File: config.mk
export PLATFORM = sky130hd
export DESIGN_NAME = periph_bus_ctrl_flat
export DESIGN_NICKNAME = d
export VERILOG_FILES = /design/src/rtl/periph_bus_ctrl_if.sv /design/src/rtl/periph_bus_ctrl.sv /design/src/flat_wrapper.sv
export SDC_FILE = /design/constraint.sdc
export NUM_CORES = 1
export LEC_CHECK = 0
export BUFFER_PORTS_ARGS = -buffer_cell sky130_fd_sc_hd__buf_2
export CAP_MARGIN = 15
export CORE_MARGIN = 4
export CORE_UTILIZATION = 45
export DETAILED_ROUTE_END_ITERATION = 6
export GPL_TIMING_DRIVEN = 1
export PLACE_DENSITY = 0.79
export SLEW_MARGIN = 20
export SYNTH_ARGS = -nofsm -noshare
export SYNTH_HDL_FRONTEND = slang
export SYNTH_SLANG_ARGS = --single-unit
File: constraint.sdc
create_clock -name sck -period 1.79 [get_ports sck]
set_input_delay 0.0895 -clock sck [delete_from_list [all_inputs] [get_ports sck]]
set_output_delay 0.0895 -clock sck [all_outputs]
set_load 0.02 [all_outputs]
File: src/rtl/periph_bus_ctrl_if.sv
// CPU-side request/response signals and the shared 8-bit peripheral bus
// bundled for the peripheral bus controller.
interface periph_bus_ctrl_if #(
  parameter int NDEV = 8
);
  logic              cpu_req;
  logic              cpu_we;
  logic [7:0]        cpu_addr;
  logic [1:0]        cpu_size;
  logic [31:0]       cpu_wdata;
  logic [31:0]       cpu_rdata;
  logic              cpu_busy;
  logic              cpu_done;
  logic              cpu_err;
  logic [NDEV-1:0]   cs_n;
  logic              rw;
  logic [7:0]        mosi;
  logic [3:0]        dev_addr;
  logic [NDEV*8-1:0] miso;

  // The controller is the slave of the CPU port and drives the peripheral bus.
  modport slave (
    input  cpu_req, cpu_we, cpu_addr, cpu_size, cpu_wdata, miso,
    output cpu_rdata, cpu_busy, cpu_done, cpu_err, cs_n, rw, mosi, dev_addr
  );

  modport master (
    output cpu_req, cpu_we, cpu_addr, cpu_size, cpu_wdata, miso,
    input  cpu_rdata, cpu_busy, cpu_done, cpu_err, cs_n, rw, mosi, dev_addr
  );
endinterface

File: src/rtl/periph_bus_ctrl.sv
// Peripheral bus controller: decodes CPU MMIO accesses to one-hot active-low
// chip selects and serializes 1/2/4-byte accesses into byte strobes.
module periph_bus_ctrl #(
  parameter int NDEV = 8
) (
  input  logic              sck,
  input  logic              rst,
  periph_bus_ctrl_if.slave  bus
);

  typedef enum logic [1:0] {
    IDLE   = 2'd0,
    SETUP  = 2'd1,
    STROBE = 2'd2,
    DONE   = 2'd3
  } state_t;

  state_t          state_reg;
  logic            we_reg;
  logic [3:0]      slot_reg;
  logic [1:0]      size_reg;
  logic [31:0]     wdata_reg;
  logic [1:0]      k_reg;
  logic [31:0]     rdata_reg;
  logic            busy_reg;
  logic            done_reg;
  logic            err_reg;
  logic [NDEV-1:0] cs_n_reg;
  logic            rw_reg;
  logic [7:0]      mosi_reg;
  logic [3:0]      dev_addr_reg;

  logic [NDEV-1:0] slot_onehot;
  logic [7:0]      miso_byte [NDEV];
  logic [7:0]      miso_sel;
  logic [1:0]      last_k;
  logic            decode_err;

  function automatic logic [7:0] wbyte(input logic [31:0] w, input logic [1:0] k);
    case (k)
      2'd0:    wbyte = w[7:0];
      2'd1:    wbyte = w[15:8];
      2'd2:    wbyte = w[23:16];
      default: wbyte = w[31:24];
    endcase
  endfunction

  genvar gi;
  generate
    for (gi = 0; gi < NDEV; gi++) begin : g_slot
      assign slot_onehot[gi] = (slot_reg == 4'(gi));
      assign miso_byte[gi]   = bus.miso[8*gi +: 8];
    end
  endgenerate

  always_comb begin
    miso_sel = 8'h00;
    for (int i = 0; i < NDEV; i++) begin
      if (slot_reg == 4'(i)) miso_sel = miso_byte[i];
    end
  end

  // Size code 3 never reaches the byte loop, so it has no meaningful last index.
  always_comb begin
    case (size_reg)
      2'd0:    last_k = 2'd0;
      2'd1:    last_k = 2'd1;
      default: last_k = 2'd3;
    endcase
  end

  assign decode_err = ({1'b0, bus.cpu_addr[7:4]} >= 5'(NDEV)) || (bus.cpu_size == 2'd3);

  always_ff @(posedge sck) begin
    if (rst) begin
      state_reg    <= IDLE;
      we_reg       <= 1'b0;
      slot_reg     <= 4'd0;
      size_reg     <= 2'd0;
      wdata_reg    <= 32'd0;
      k_reg        <= 2'd0;
      rdata_reg    <= 32'd0;
      busy_reg     <= 1'b0;
      done_reg     <= 1'b0;
      err_reg      <= 1'b0;
      cs_n_reg     <= '1;
      rw_reg       <= 1'b0;
      mosi_reg     <= 8'd0;
      dev_addr_reg <= 4'd0;
    end else begin
      done_reg <= 1'b0;
      case (state_reg)
        IDLE: begin
          if (bus.cpu_req) begin
            we_reg    <= bus.cpu_we;
            slot_reg  <= bus.cpu_addr[7:4];
            size_reg  <= bus.cpu_size;
            wdata_reg <= bus.cpu_wdata;
            k_reg     <= 2'd0;
            rdata_reg <= 32'd0;
            busy_reg  <= 1'b1;
            if (decode_err) begin
              err_reg   <= 1'b1;
              done_reg  <= 1'b1;
              state_reg <= DONE;
            end else begin
              err_reg      <= 1'b0;
              rw_reg       <= bus.cpu_we;
              mosi_reg     <= bus.cpu_we ? bus.cpu_wdata[7:0] : 8'd0;
              dev_addr_reg <= bus.cpu_addr[3:0];
              state_reg    <= SETUP;
            end
          end
        end
        SETUP: begin
          cs_n_reg  <= ~slot_onehot;
          state_reg <= STROBE;
        end
        STROBE: begin
          cs_n_reg <= '1;
          if (!we_reg) rdata_reg[{k_reg, 3'b000} +: 8] <= miso_sel;
          if (k_reg == last_k) begin
            done_reg  <= 1'b1;
            state_reg <= DONE;
          end else begin
            // Bus fields for the next byte are set up a full cycle before its strobe.
            k_reg        <= k_reg + 2'd1;
            dev_addr_reg <= dev_addr_reg + 4'd1;
            mosi_reg     <= we_reg ? wbyte(wdata_reg, k_reg + 2'd1) : 8'd0;
            state_reg    <= SETUP;
          end
        end
        DONE: begin
          busy_reg  <= 1'b0;
          state_reg <= IDLE;
        end
        default: state_reg <= IDLE;
      endcase
    end
  end

  assign bus.cpu_rdata = rdata_reg;
  assign bus.cpu_busy  = busy_reg;
  assign bus.cpu_done  = done_reg;
  assign bus.cpu_err   = err_reg;
  assign bus.cs_n      = cs_n_reg;
  assign bus.rw        = rw_reg;
  assign bus.mosi      = mosi_reg;
  assign bus.dev_addr  = dev_addr_reg;

endmodule

File: src/flat_wrapper.sv
// flat-port wrapper written by rule: the top's interface ports become plain ports
module periph_bus_ctrl_flat 
#(
  parameter int NDEV = 8
)
  (sck, rst, bus_cpu_req, bus_cpu_we, bus_cpu_addr, bus_cpu_size, bus_cpu_wdata, bus_miso, bus_cpu_rdata, bus_cpu_busy, bus_cpu_done, bus_cpu_err, bus_cs_n, bus_rw, bus_mosi, bus_dev_addr);
  periph_bus_ctrl_if #(.NDEV(NDEV)) bus_i ();
  input  logic sck;
  input  logic rst;
  input wire logic [$bits(bus_i.cpu_req)-1:0] bus_cpu_req;
  input wire logic [$bits(bus_i.cpu_we)-1:0] bus_cpu_we;
  input wire logic [$bits(bus_i.cpu_addr)-1:0] bus_cpu_addr;
  input wire logic [$bits(bus_i.cpu_size)-1:0] bus_cpu_size;
  input wire logic [$bits(bus_i.cpu_wdata)-1:0] bus_cpu_wdata;
  input wire logic [$bits(bus_i.miso)-1:0] bus_miso;
  output wire logic [$bits(bus_i.cpu_rdata)-1:0] bus_cpu_rdata;
  output wire logic [$bits(bus_i.cpu_busy)-1:0] bus_cpu_busy;
  output wire logic [$bits(bus_i.cpu_done)-1:0] bus_cpu_done;
  output wire logic [$bits(bus_i.cpu_err)-1:0] bus_cpu_err;
  output wire logic [$bits(bus_i.cs_n)-1:0] bus_cs_n;
  output wire logic [$bits(bus_i.rw)-1:0] bus_rw;
  output wire logic [$bits(bus_i.mosi)-1:0] bus_mosi;
  output wire logic [$bits(bus_i.dev_addr)-1:0] bus_dev_addr;
  assign bus_i.cpu_req = bus_cpu_req;
  assign bus_i.cpu_we = bus_cpu_we;
  assign bus_i.cpu_addr = bus_cpu_addr;
  assign bus_i.cpu_size = bus_cpu_size;
  assign bus_i.cpu_wdata = bus_cpu_wdata;
  assign bus_i.miso = bus_miso;
  assign bus_cpu_rdata = bus_i.cpu_rdata;
  assign bus_cpu_busy = bus_i.cpu_busy;
  assign bus_cpu_done = bus_i.cpu_done;
  assign bus_cpu_err = bus_i.cpu_err;
  assign bus_cs_n = bus_i.cs_n;
  assign bus_rw = bus_i.rw;
  assign bus_mosi = bus_i.mosi;
  assign bus_dev_addr = bus_i.dev_addr;
  periph_bus_ctrl #(.NDEV(NDEV)) u_core (.sck(sck), .rst(rst), .bus(bus_i));
endmodule
---- Yosys cells after proc, flatten, opt, wreduce, memory -nomap -nowiden ----
Index checks and enable logic that the tools add are counted.
storage, ports and cells
  flip-flop bits (word level) ............. 99
  output and inout bits ................... 56
operators by class
  $add $sub $neg .......................... 3
  $lt $le $gt $ge ......................... 1
  equality and inequality tests ........... 19
  shift operators ......................... 2
  muxes and demuxes ....................... 38
  bitwise logic cells ..................... 2
  reduce and logical (&&, ||, !) cells .... 14
operator list
  cell                    count
  $mux 8                  13
  $mux 32                 2
  $pmux 32 s2             1
  $bwmux 32               1
  $pmux 8 s2              2
  $shift 8x7->32 const A  1
  $shiftx 8x7->32         1
  $pmux 8 s3              1
  $eq 4x3->1 const B      4
  $mux 4                  3
  $mux 2                  5
  $reduce_and 3->1        3
  $eq 2x2->1 const B      4
  $eq 4x2->1 const B      2
  $ne 2x2->1 const B      4
  $not 8->8               1
  $pmux 2 s2              2
  $pmux 2 s4              1
  $pmux 4 s2              1
  $neg 5->7               1
  $eq 2x1->1 const B      3
  $logic_not 2->1         3
  $reduce_bool 2->1       3
  $add 4x1->4 const B     1
  11 further kinds        16

---- Longest topological paths before layout ----
  depth after elaboration ................. 13
  mapped depth ............................ 9
  mapped depth without buffers ............ 7

---- Worst setup path before layout ----
OpenSTA, ideal clock, no wires.
  path type ............................... register to register
  start ................................... register u_core.k_reg[0]
  end ..................................... register u_core.rdata_reg[23] (netlist: u_core.bus.cpu_rdata[23])
  arrival ................................. 1.828 ns
  required time ........................... 1.728 ns
  path slack .............................. -0.100 ns
  stages on the path, launching flop included .. 7
  clock period less this slack ............ 1.890 ns
  cell sequence ........................... dfxtp_1 > buf_6 > inv_1 > ha_1 > or3b_4 > nor3_4 > a32o_1
on the way
  cells in the longest elaborated chain, start to end .. 5
ends and longest elaborated chain
  what                                               line                    text
  start, declared                                    periph_bus_ctrl.sv:23   logic [1:0] k_reg;
  start signal, assigned                             periph_bus_ctrl.sv:127  k_reg <= k_reg + 2'd1;
  $neg 5->7 *                                        periph_bus_ctrl.sv:121  if (!we_reg) rdata_reg[{k_reg, 3'b000} +: 8] <= miso_sel;
  $shiftx 8x7->32 or $shift 8x7->32 (tied branches)  periph_bus_ctrl.sv:121
  $bwmux 32 *                                        periph_bus_ctrl.sv:121
  $mux 32 *                                          periph_bus_ctrl.sv:121
  $pmux 32 s2 *                                      periph_bus_ctrl.sv:92   case (state_reg)
  end signal, assigned by index                      periph_bus_ctrl.sv:121
  end, declared                                      periph_bus_ctrl.sv:24   logic [31:0] rdata_reg;
Every way passes the cells marked *; elsewhere a longest branch is shown, timed or not. The select of a mux whose other input is x is not followed.
A chain may end at the register's enable or synchronous reset.

---- Worst setup path after layout ----
  start ................................... register u_core.k_reg[0]
  end ..................................... register u_core.rdata_reg[20] (netlist: u_core.bus.cpu_rdata[20])
Same word-level chain as after synthesis.

==> flow_summary.ini <==
[status]
status = finished with violations
violations = setup timing

[power]
pwr-share-comb = 0.393
clkPwrFrac = 0.223
powerDensity_nw_per_um2 = 1020
peakVddDrop_mv = 0.636
p_leak_nw = 2.88
share_seq_of_total_power = 0.384
power_switching_mw = 2.64
intPower_mw = 4.25
switching_share = 0.383

[die]
die_w_um = 111
die_area_um2 = 12200
fp.dieH_um = 111
coreArea_um2 = 10300
start_util = 0.460
rows = 37
io_pins = 166

[route]
drt_iter0_markers = 494
drt_wl_total_mm = 16.5
wl_per_cell_um = 18.0
via_per_inst = 5.71
drc_errors = 0
ant_nets = 0
dr.pass1.iters = 7
vias = 5233

[worst_setup_path]
cp_slowest_stage_delay_ns = 0.42
cp.arrival_ns = 2.13
cp_max_fo = 8
r2r_end = u_core.bus.cpu_rdata[20]$_SDFFE_PP0P_
r2r_slack_ns = -0.03
r2r_start = u_core.k_reg[0]$_SDFFE_PP0P_
worstSetupPathType = flip-flop to flip-flop
cp_slowest_cell = dfxtp_4
crit_buf_inv = 1
critical_path.top_delay_family = simple AND/OR/NAND/NOR gates
cp_data_required_time_ns = 2.10
critPathLaunchType = flip-flop
critPathCaptureType = flip-flop
r2r_cells = 5
crit_chain = inv_4 -> ha_4 -> or3b_4 -> nor3_4 -> a32o_1

[global_routing]
grt-busiest-layer = met2
grt_pass1_vias = 4999
met1_usage = 0.299
grt_usage = 0.242
antenna_found_initial = 0
grt_pass1_wl_mm = 24.5
grt_util_met3 = 0.0362
grt_max_degree = 69
groute.layer.met2.usage = 0.432
grt_overflow_total = 0

[timing]
fin_crit_sh = 1.02
max_slew_margin = 0.542
tightest_slew_ns = 0.688
hold_viol = 0
finalSetupViolCount = 5
final_max_slew_viol_count = 0
rsz0062_at_grt = yes
clock_skew_ns = 0.00883
min_period_ns = 1.82
fmax_ghz = 0.549
fin_ws_ns = -0.0321

[min_path]
hp-class = input pin to flip-flop
whs_path_depth = 3
hp-start = bus_cpu_we
min_to = u_core.we_reg$_SDFFE_PP0P_

[synthesis]
synth_cells = 555
synth_cell_types = 53
synthFlopType = dfxtp_1
synthArstFlopShare = 0
synth_edf_count = 0
synth_area_leaders = dfxtp_1, nand2_1, a21oi_1
seq_area_frac_synth = 0.419
yosys_warnings = 0
synth_top_area_frac = 0.419
syn_nets = 676
syn-mean-instance-area_um2 = 8.52
synth-seq-cells = 99
yosysTopAreaCell = dfxtp_1
syn-cell-area_um2 = 4730

[clock_network]
numCtsBuffers = 9
clockBufferDepth = 2
clock_latency_ns = 0.37
cts.reportedPaths.clkPinSlew_ns = 0.10
cts_tree = done
htree_levels = 3
root_buffer = clkbuf_8
cts_sinks = 99

[cells_and_area]
final_layout_size_suffix_gt1_frac = 0.373
final_cell_mix = buf_2, nand2_1, dfxtp_1
fin_nets = 896
design_area_um2 = 6740
area_delta_synth_final_pct = 42.6
mostFrequentLayoutCell = buf_2
diodes = 0

[placed_design]
pre_cts_slack_ns = -0.107
dp_hpwl_mm = 11.3
gp_congestion = 0.945
io_buffers = 165
placed_area_um2 = 5830

[run]
drv_cap = 0
-- worst register-to-register path, delay by kind of cell, from the launching register on --
family | cells | cell delay (ns)
AND/OR/NAND/NOR | 2 | 0.78
flip-flops | 1 | 0.42
adder cells (fa/ha/maj) | 1 | 0.28
AO/OA/AOI/OAI | 1 | 0.22
buffers and inverters | 1 | 0.06
-- per-layer routing --
layer	vias up	routed length, µm
met2	260	8360
met5	-	0
met3	47	1120
met4	0	474
li1	2459	-
met1	2467	6580
-- cells in the mapped netlist (all sizes together) (8+ instances only) --
master / n
a222oi: 8
nand2: 102
ha: 11
nor3: 13
a22o: 23
a32o: 15
clkbuf: 24
dfxtp: 99
o21ai: 18
nor2: 38
inv: 14
nor2b: 9
mux2i: 9
nand2b: 11
o22ai: 14
a221oi: 11
buf: 16
a21oi: 73
-- cells by family after synthesis --
| kind of cell | synth area share |
|---|---|
| AOI/OAI and AO/OA | 0.279 |
| DFF | 0.419 |
| muxes | 0.0214 |
| adders and majority gates | 0.0291 |
| buffers and inverters | 0.0513 |
| and+or+nand+nor | 0.200 |
-- power groups by stage --
stage | clock network [mW] | logic, mW | registers, mW
2_1_floorplan | 0 | 1.37 | 2.75
3_3_place_gp | 0 | 2.20 | 2.65
3_5_place_dp | 0 | 2.26 | 2.67
4_1_cts | 1.55 | 2.35 | 2.62
5_1_grt | 1.64 | 2.90 | 2.67
6_report | 1.54 | 2.71 | 2.65
-- metrics by stage --
step	hold slack [ns]	power [mW]	std cells	util	setup TNS (ns)
finish	0.0383	6.89	916	0.656	-0.0860
global route	0.0343	7.22	916	0.656	-0.775
CTS	0.0161	6.52	904	0.628	-0.788
detailed placement	0.339	4.92	849	0.567	-1.57
global placement	0.330	4.85	849	0.567	0
floorplan	0.225	4.12	555	-	-0.283
-- how the worst max path moves through the flow --
| stage | startpoint | depth (start not counted) | slack (ns) | to |
|---|---|---|---|---|
| after floorplan | u_core.k_reg[0]$_SDFFE_PP0P_ | 6 | -0.06 | u_core.bus.cpu_rdata[23]$_SDFFE_PP0P_ |
| after global placement | u_core.k_reg[0]$_SDFFE_PP0P_ | 5 | 0.01 | u_core.bus.cpu_rdata[23]$_SDFFE_PP0P_ |
| after detailed placement | u_core.state_reg[0]$_SDFFE_PP0N_ | 7 | -0.11 | u_core.bus.cpu_rdata[3]$_SDFFE_PP0P_ |
| after CTS | u_core.state_reg[0]$_SDFFE_PP0N_ | 6 | -0.09 | u_core.bus.cpu_rdata[21]$_SDFFE_PP0P_ |
| after global routing | u_core.k_reg[1]$_SDFFE_PP0P_ | 5 | -0.06 | u_core.bus.cpu_rdata[23]$_SDFFE_PP0P_ |
| final | u_core.k_reg[0]$_SDFFE_PP0P_ | 5 | -0.03 | u_core.bus.cpu_rdata[20]$_SDFFE_PP0P_ |
-- repair_timing --
item,in CTS,in global routing
endpoints found under the setup margin,39,71
hold buffers,38,0
setup buffers,1,8
gates cloned,0,4
resized for setup,9,40
hold endpoints to repair,38,0
pin swaps,3,32
-- final cells by class --
type,instances,area (µm²)
tap,136,170
timing repair buffer,246,1590
fill,838,3530
clock inverter,7,91.3
multi-input combinational,404,2710
clock buffer,9,124
inverter,15,62.6
sequential,99,2000
No activity file was read; power rests on OpenSTA's default activity.
